--- config.mk ---
export PLATFORM = sky130hd
export DESIGN_NAME = sampler_rr_arbiter
export DESIGN_NICKNAME = d
export VERILOG_FILES = /design/src/rtl/sampler_rr_arbiter.sv
export SDC_FILE = /design/constraint.sdc
export NUM_CORES = 1
export LEC_CHECK = 0
export CORE_MARGIN = 3
export CORE_UTILIZATION = 40
export CTS_BUF_LIST = sky130_fd_sc_hd__clkbuf_16
export DETAILED_ROUTE_END_ITERATION = 16
export MAX_ROUTING_LAYER = met4
export PLACE_DENSITY = 0.66
export SLEW_MARGIN = 20
export SYNTH_ARGS = -nofsm -noshare
export SYNTH_HDL_FRONTEND = slang
export SYNTH_SLANG_ARGS = --single-unit
--- constraint.sdc ---
create_clock -name clk -period 4 [get_ports clk]
set_clock_uncertainty 0.2 [all_clocks]
set_input_delay 0.4 -clock clk [delete_from_list [all_inputs] [get_ports clk]]
set_output_delay 0.4 -clock clk [all_outputs]
set_load 0.05 [all_outputs]
--- src/rtl/sampler_rr_arbiter.sv ---
// Round-robin arbiter that time-shares one registered 1-bit sampler among NUM_REQ requesters.
// Optional per-requester grant counters are enabled with SAMPLER_RR_ARBITER_GNT_CNT_EN.
module sampler_rr_arbiter #(
    parameter int NUM_REQ = 4,
    parameter int LATENCY = 1,
    parameter int ID_W    = (NUM_REQ > 1) ? $clog2(NUM_REQ) : 1
) (
    input  logic               clk,
    input  logic               rst,
    input  logic [NUM_REQ-1:0] req,
    input  logic [NUM_REQ-1:0] req_data,
    output logic [NUM_REQ-1:0] gnt,
    output logic               res_en,
    output logic               res_in,
    input  logic               res_out,
    output logic               resp_valid,
    output logic [ID_W-1:0]    resp_id,
    output logic               resp_data
`ifdef SAMPLER_RR_ARBITER_GNT_CNT_EN
    ,
    output logic [NUM_REQ*16-1:0] grant_cnt
`endif
);
    localparam int CNT_W = 4;

    typedef enum logic [1:0] {IDLE, ISSUE, WAIT, DONE} state_t;

    state_t             state, state_n;
    logic [ID_W-1:0]    ptr, ptr_n;
    logic [ID_W-1:0]    id, id_n;
    logic [CNT_W-1:0]   cnt, cnt_n;
    logic [NUM_REQ-1:0] gnt_n;
    logic               res_en_n, res_in_n;
    logic               resp_valid_n, resp_data_n;
    logic [ID_W-1:0]    resp_id_n;
    logic               found;
    logic [ID_W-1:0]    winner;
    logic [ID_W-1:0]    idx;

    // First requester after ptr, wrapping modulo NUM_REQ.
    always_comb begin
        found  = 1'b0;
        winner = '0;
        idx    = '0;
        for (int k = 1; k <= NUM_REQ; k++) begin
            idx = ID_W'((int'(ptr) + k) % NUM_REQ);
            if (!found && req[idx]) begin
                found  = 1'b1;
                winner = idx;
            end
        end
    end

    always_comb begin
        state_n      = state;
        ptr_n        = ptr;
        id_n         = id;
        cnt_n        = cnt;
        gnt_n        = '0;
        res_en_n     = 1'b0;
        res_in_n     = 1'b0;
        resp_valid_n = 1'b0;
        resp_id_n    = resp_id;
        resp_data_n  = resp_data;
        case (state)
            IDLE: begin
                // Outputs are registered, so ISSUE-cycle values are prepared here.
                if (found) begin
                    id_n     = winner;
                    gnt_n    = NUM_REQ'(1) << winner;
                    res_en_n = 1'b1;
                    res_in_n = req_data[winner];
                    state_n  = ISSUE;
                end
            end
            ISSUE: begin
                cnt_n   = CNT_W'(LATENCY);
                state_n = WAIT;
            end
            WAIT: begin
                cnt_n = cnt - CNT_W'(1);
                if (cnt == CNT_W'(1)) begin
                    resp_data_n  = res_out;
                    resp_id_n    = id;
                    resp_valid_n = 1'b1;
                    state_n      = DONE;
                end
            end
            DONE: begin
                ptr_n   = id;
                state_n = IDLE;
            end
            default: state_n = IDLE;
        endcase
    end

    always_ff @(posedge clk) begin
        if (rst) begin
            state      <= IDLE;
            ptr        <= ID_W'(NUM_REQ - 1);
            id         <= '0;
            cnt        <= '0;
            gnt        <= '0;
            res_en     <= 1'b0;
            res_in     <= 1'b0;
            resp_valid <= 1'b0;
            resp_id    <= '0;
            resp_data  <= 1'b0;
        end else begin
            state      <= state_n;
            ptr        <= ptr_n;
            id         <= id_n;
            cnt        <= cnt_n;
            gnt        <= gnt_n;
            res_en     <= res_en_n;
            res_in     <= res_in_n;
            resp_valid <= resp_valid_n;
            resp_id    <= resp_id_n;
            resp_data  <= resp_data_n;
        end
    end

`ifdef SAMPLER_RR_ARBITER_GNT_CNT_EN
    logic [NUM_REQ-1:0][15:0] gcnt;

    // Saturating count of ISSUE cycles per requester.
    always_ff @(posedge clk) begin
        if (rst) begin
            gcnt <= '0;
        end else begin
            for (int i = 0; i < NUM_REQ; i++) begin
                if (gnt[i] && gcnt[i] != 16'hFFFF)
                    gcnt[i] <= gcnt[i] + 16'd1;
            end
        end
    end

    assign grant_cnt = gcnt;
`endif

endmodule
* Yosys cells after proc, flatten, opt, wreduce, memory -nomap -nowiden
Cells that the tools add are included.
** Word-level totals
- Input port bits :: 11
- Output and inout port bits :: 10
- Bits in registers :: 20
** Operators by class
- $add $sub $neg :: 5
- Shift-type cells :: 1
- Equal/unequal tests :: 6
- Bitwise logic cells :: 3
- Reductions and logical operators :: 14
- Multiplexer cells :: 24
- Order comparisons :: 5
** Operators by type and width (number)
- 2-bit by 3-bit less-than comparator with 1-bit output (second input constant) :: 5
- 2-bit 2-to-1 mux :: 6
- 1-bit 2-to-1 mux :: 11
- 1-bit binary-select mux with 2-bit select :: 5
- 2-bit case mux with 4 select lines :: 1
- 4-bit case mux with 2 select lines :: 1
- 2-bit AND reduction :: 3
- 2-bit by 1-bit adder with 2-bit output (second input constant) :: 2
- 2-bit adder (second input constant) :: 2
- 2-bit equality test (second input constant) :: 2
- 4-bit by 1-bit equality test with 1-bit output (second input constant) :: 1
- 2-bit != test (second input constant) :: 2
- 2-bit OR reduction :: 2
- 1-bit by 2-bit << shifter with 4-bit output (first input constant) :: 1
- 4-bit by 1-bit subtractor with 4-bit output (second input constant) :: 1
- 1-bit logical AND :: 3
- 1-bit logical NOT :: 3
- 1-bit NOT :: 3
- 3-bit OR reduction :: 1
- 2-bit by 1-bit equality test with 1-bit output (second input constant) :: 1
- 2-bit logical NOT :: 1
- 2-bit nonzero test :: 1

* Longest topological paths before layout
- Depth after elaboration :: 15
- Gate-level depth with buffers :: 6
- Mapped depth without buffers :: 6

* Least setup slack after synthesis
OpenSTA, ideal clock, no wires.
- Path kind :: flip-flop to flip-flop
- Start :: register state[0]
- End :: register resp_data
- Arrival :: 1234 ps
- Cell stages (with the launch flop) :: 7
- Data required time :: 3672 ps
- Clock period less this slack :: 1562 ps
- Path slack :: 2438 ps
- Path through :: dfxtp_1 > inv_1 > ha_1 > and3_1 > clkbuf_1 > mux2i_1 > nor2_1
** Between the ends
- Longest elaborated chain between the ends :: 2
** Ends and longest elaborated chain
- start, declared :: RTL line 28 : state_t state, state_n;
- start signal, assigned :: RTL line 110 : state <= state_n;
- 2-bit equality test :: RTL line 65 : case (state)
- 2-bit AND reduction (no line)
- end signal, assigned :: RTL line 119 : resp_data <= resp_data_n;
- end, declared :: RTL line 18 : output logic resp_data
Every way passes these cells.
A chain may end at the register's enable or synchronous reset.

* Final worst setup path
- Start :: register resp_id[0]
- End :: output resp_id[0]
** RTL lines
- start, declared :: RTL line 17 : output logic [ID_W-1:0] resp_id,
- start signal, assigned :: RTL line 118 : resp_id <= resp_id_n;
No word-level cell between the ends.

==> results.md <==
* Worst r2r src: ptr[1]
* Top cell type by total area after synthesis: dfxtp_1
* Synth area leaders: dfxtp_1 (42%), mux2i_1 (9.4%), ha_1 (7.8%)
* Root buf cell: clkbuf_16
* Antenna cell count at 0
* Hold buffer count at cts at 0
* Area growth from synthesis to layout at 30.69%
* Gr ovfl total at 0
* Most frequent cells in the layout: dfxtp_1 (20), clkdlybuf4s50_1 (20), nor2_1 (13)
* Top Family by Delay on Critical Path: buffers and inverters
* Data arrival, critical path at 1.39 ns
* Vias in the first global route at 709
* Initial drt markers at 9
* CP peak stage delay at 0.81 ns
* Slew margin rel. at 0.6655
* DRC Markers at 0
* Startpoint types: flip-flop
* Core Rows at 17
* Worst Hold Depth at 2
* Antenna violations before repair at 0
* Post-route ant nets at 0
* Sum Neg Setup Slack at 0 ns
* Number of synthesized flops with an enable pin at 0
* R2r setup slk at 2.30 ns
* RSZ-0062 raised after global routing: false
* Post-DR wirelength/cell at 12.08 um
* Unique masters post-synth at 32
* CTS Buf Count at 3
* CP Data Required Time at 3.40 ns
* Yosys warnings at 0
* GPL Wtd Cong at 0.8222
* Top_reg_cell synth: dfxtp_1
* Sequential cell area fraction in the yosys report at 0.4161
* Worst-path clk slew at 0.05 ns
* Buf/Inv on CP at 1
* Routed WL at 1.836 mm
* Pleak at 0.0005303 uW
* Post-Syn Area per Cell at 9.341 sq um
* Kind of critical path: reg2out
* Least-Margin Pin Slew at 0.5002 ns
* DIE AREA at 0.003030 sq mm
* Fin crit period at 1.987 ns
* #FFs+latches synth at 20
* Syn Inst Count at 103
* Vias post-DR at 744
* Final #Nets at 142
* Hold EP: resp_id[1]
* Max-Cap Viols at 0
* Routed vias/inst at 4.895
* DRT Pass-1 Iters at 4
* Async set-or-reset flop fraction in the synthesized netlist at 0
* HP Class: reg2reg
* CTS max path bufs at 2
* Outcome: completed
* Multi-input combinational cell area at 501.7 sq um
* Final setup viols at 0
* Post-synth top area share at 0.4161
* HP Start: resp_id[1]
* Clock Sinks at 20
* Core area at 0.002255 sq mm
* Peak supply drop at 0.3472 mV
* First-pass GRT wire length at 3.015 mm
* Fmax at 0.5033 GHz
* Reg2Reg Depth at 5
* Largest net degree at the start of global routing at 13
* R2R Path End: res_in
* Post-detail-place hpwl at 1.403 mm
* Number of fill cells at 225
* Postcts setup bufs at 0
* Crit-path max FO at 2
* Power, Total at 774.8 uW
* Initial Util at 0.4267
* Clk_lat worst skew at 0.25 ns
* Slowest CP cell: clkdlybuf4s50_1
* Post-Syn Area at 962.2 sq um
* Port bufs at 20
* CTS tree: done
* Htree depth at 1
* Final Hold Fails at 0
* Placed Instances at 148
* CP cell instances: clkdlybuf4s50_1
* Share of cells above drive strength 1 at 0.1048
* PD cells at 616.2 mW/mm^2
* Register Area at 400.4 sq um
* Setup crit end kind: output port
* Final Cycle Share at 0.4968
* Max Slew Vio Count at 0
* CTS resizes at 0
* Final Instance Count excl. Fillers at 152
* Die Wd at 55.05 um
* IO Count at 21
* Die Y at 55.05 um
* Synth Net Count at 120
* All-Layer GR Usage at 0.1453
[where the power goes]
group | switching, uW | total [uW] | leakage (uW) | internal [uW]
clock | 67.8 | 201 | 0.0000385 | 133
sequential | 29.7 | 272 | 0.000163 | 242
combinational | 178 | 303 | 0.000328 | 124
[kinds of logic after synthesis]
family | synth area share
AOI/OAI and AO/OA | 0.1522
buffers and inverters | 0.06242
and+or+nand+nor | 0.1977
DFF | 0.4161
adders and majority gates | 0.07802
muxes | 0.09363
[flip-flops by register name, indices dropped and copies added, names as in the netlist]
register,flops
cnt,4
gnt,4
id,2
ptr,2
res_en,1
res_in,1
resp_data,1
resp_id,2
resp_valid,1
state,2
[worst max-delay path by stage]
| stage | startpoint | endpoint | depth (start not counted) |
|---|---|---|---|
| floorplan | state[0] | resp_data | 6 |
| global placement | req[1] | gnt[3] | 6 |
| detailed placement | req[2] | res_in | 6 |
| CTS | resp_data | resp_data | 1 |
| global route | req[1] | gnt[3] | 6 |
| finish | resp_id[0] | resp_id[0] | 1 |
[Yosys cell counts (all sizes together) (2+ instances only)]
cell    count
nor2       13
o22ai       2
a211oi      4
nor2b       2
nor3        4
mux2i       9
dfxtp      20
o21ai       3
nand2b      3
a21oi       4
nand2       6
and3        3
inv        11
clkbuf      2
ha          6
[metal layers]
metal / GRT usage / wire length, um / vias up
met5: - / 0 / -
met4: 0.07287 / 16 / 0
met3: 0.02681 / 65 / 2
met2: 0.2382 / 869 / 11
met1: 0.1697 / 885 / 337
li1: - / - / 394
[area by class of cell]
class,count,area share
Clock buffer,3,0.05970
Clock inverter,1,0.002985
Inverter,11,0.03284
Multi-Input combinational cell,69,0.3990
Sequential cell,20,0.3184
Tap cell,28,0.02786
Timing Repair Buffer,20,0.1592
[through the flow]
step	utilization	setup slack, ns	area [sq um]	hold slack, ns
floorplan	-	2.438	962.2	0.2646
global placement	0.5228	1.779	1179	0.2837
detailed placement	0.5228	1.811	1179	0.2841
CTS	0.5577	1.999	1257	0.3052
global route	0.5577	1.909	1257	0.3190
finish	0.5577	2.013	1257	0.2955
(Power assumes the default switching activity.)
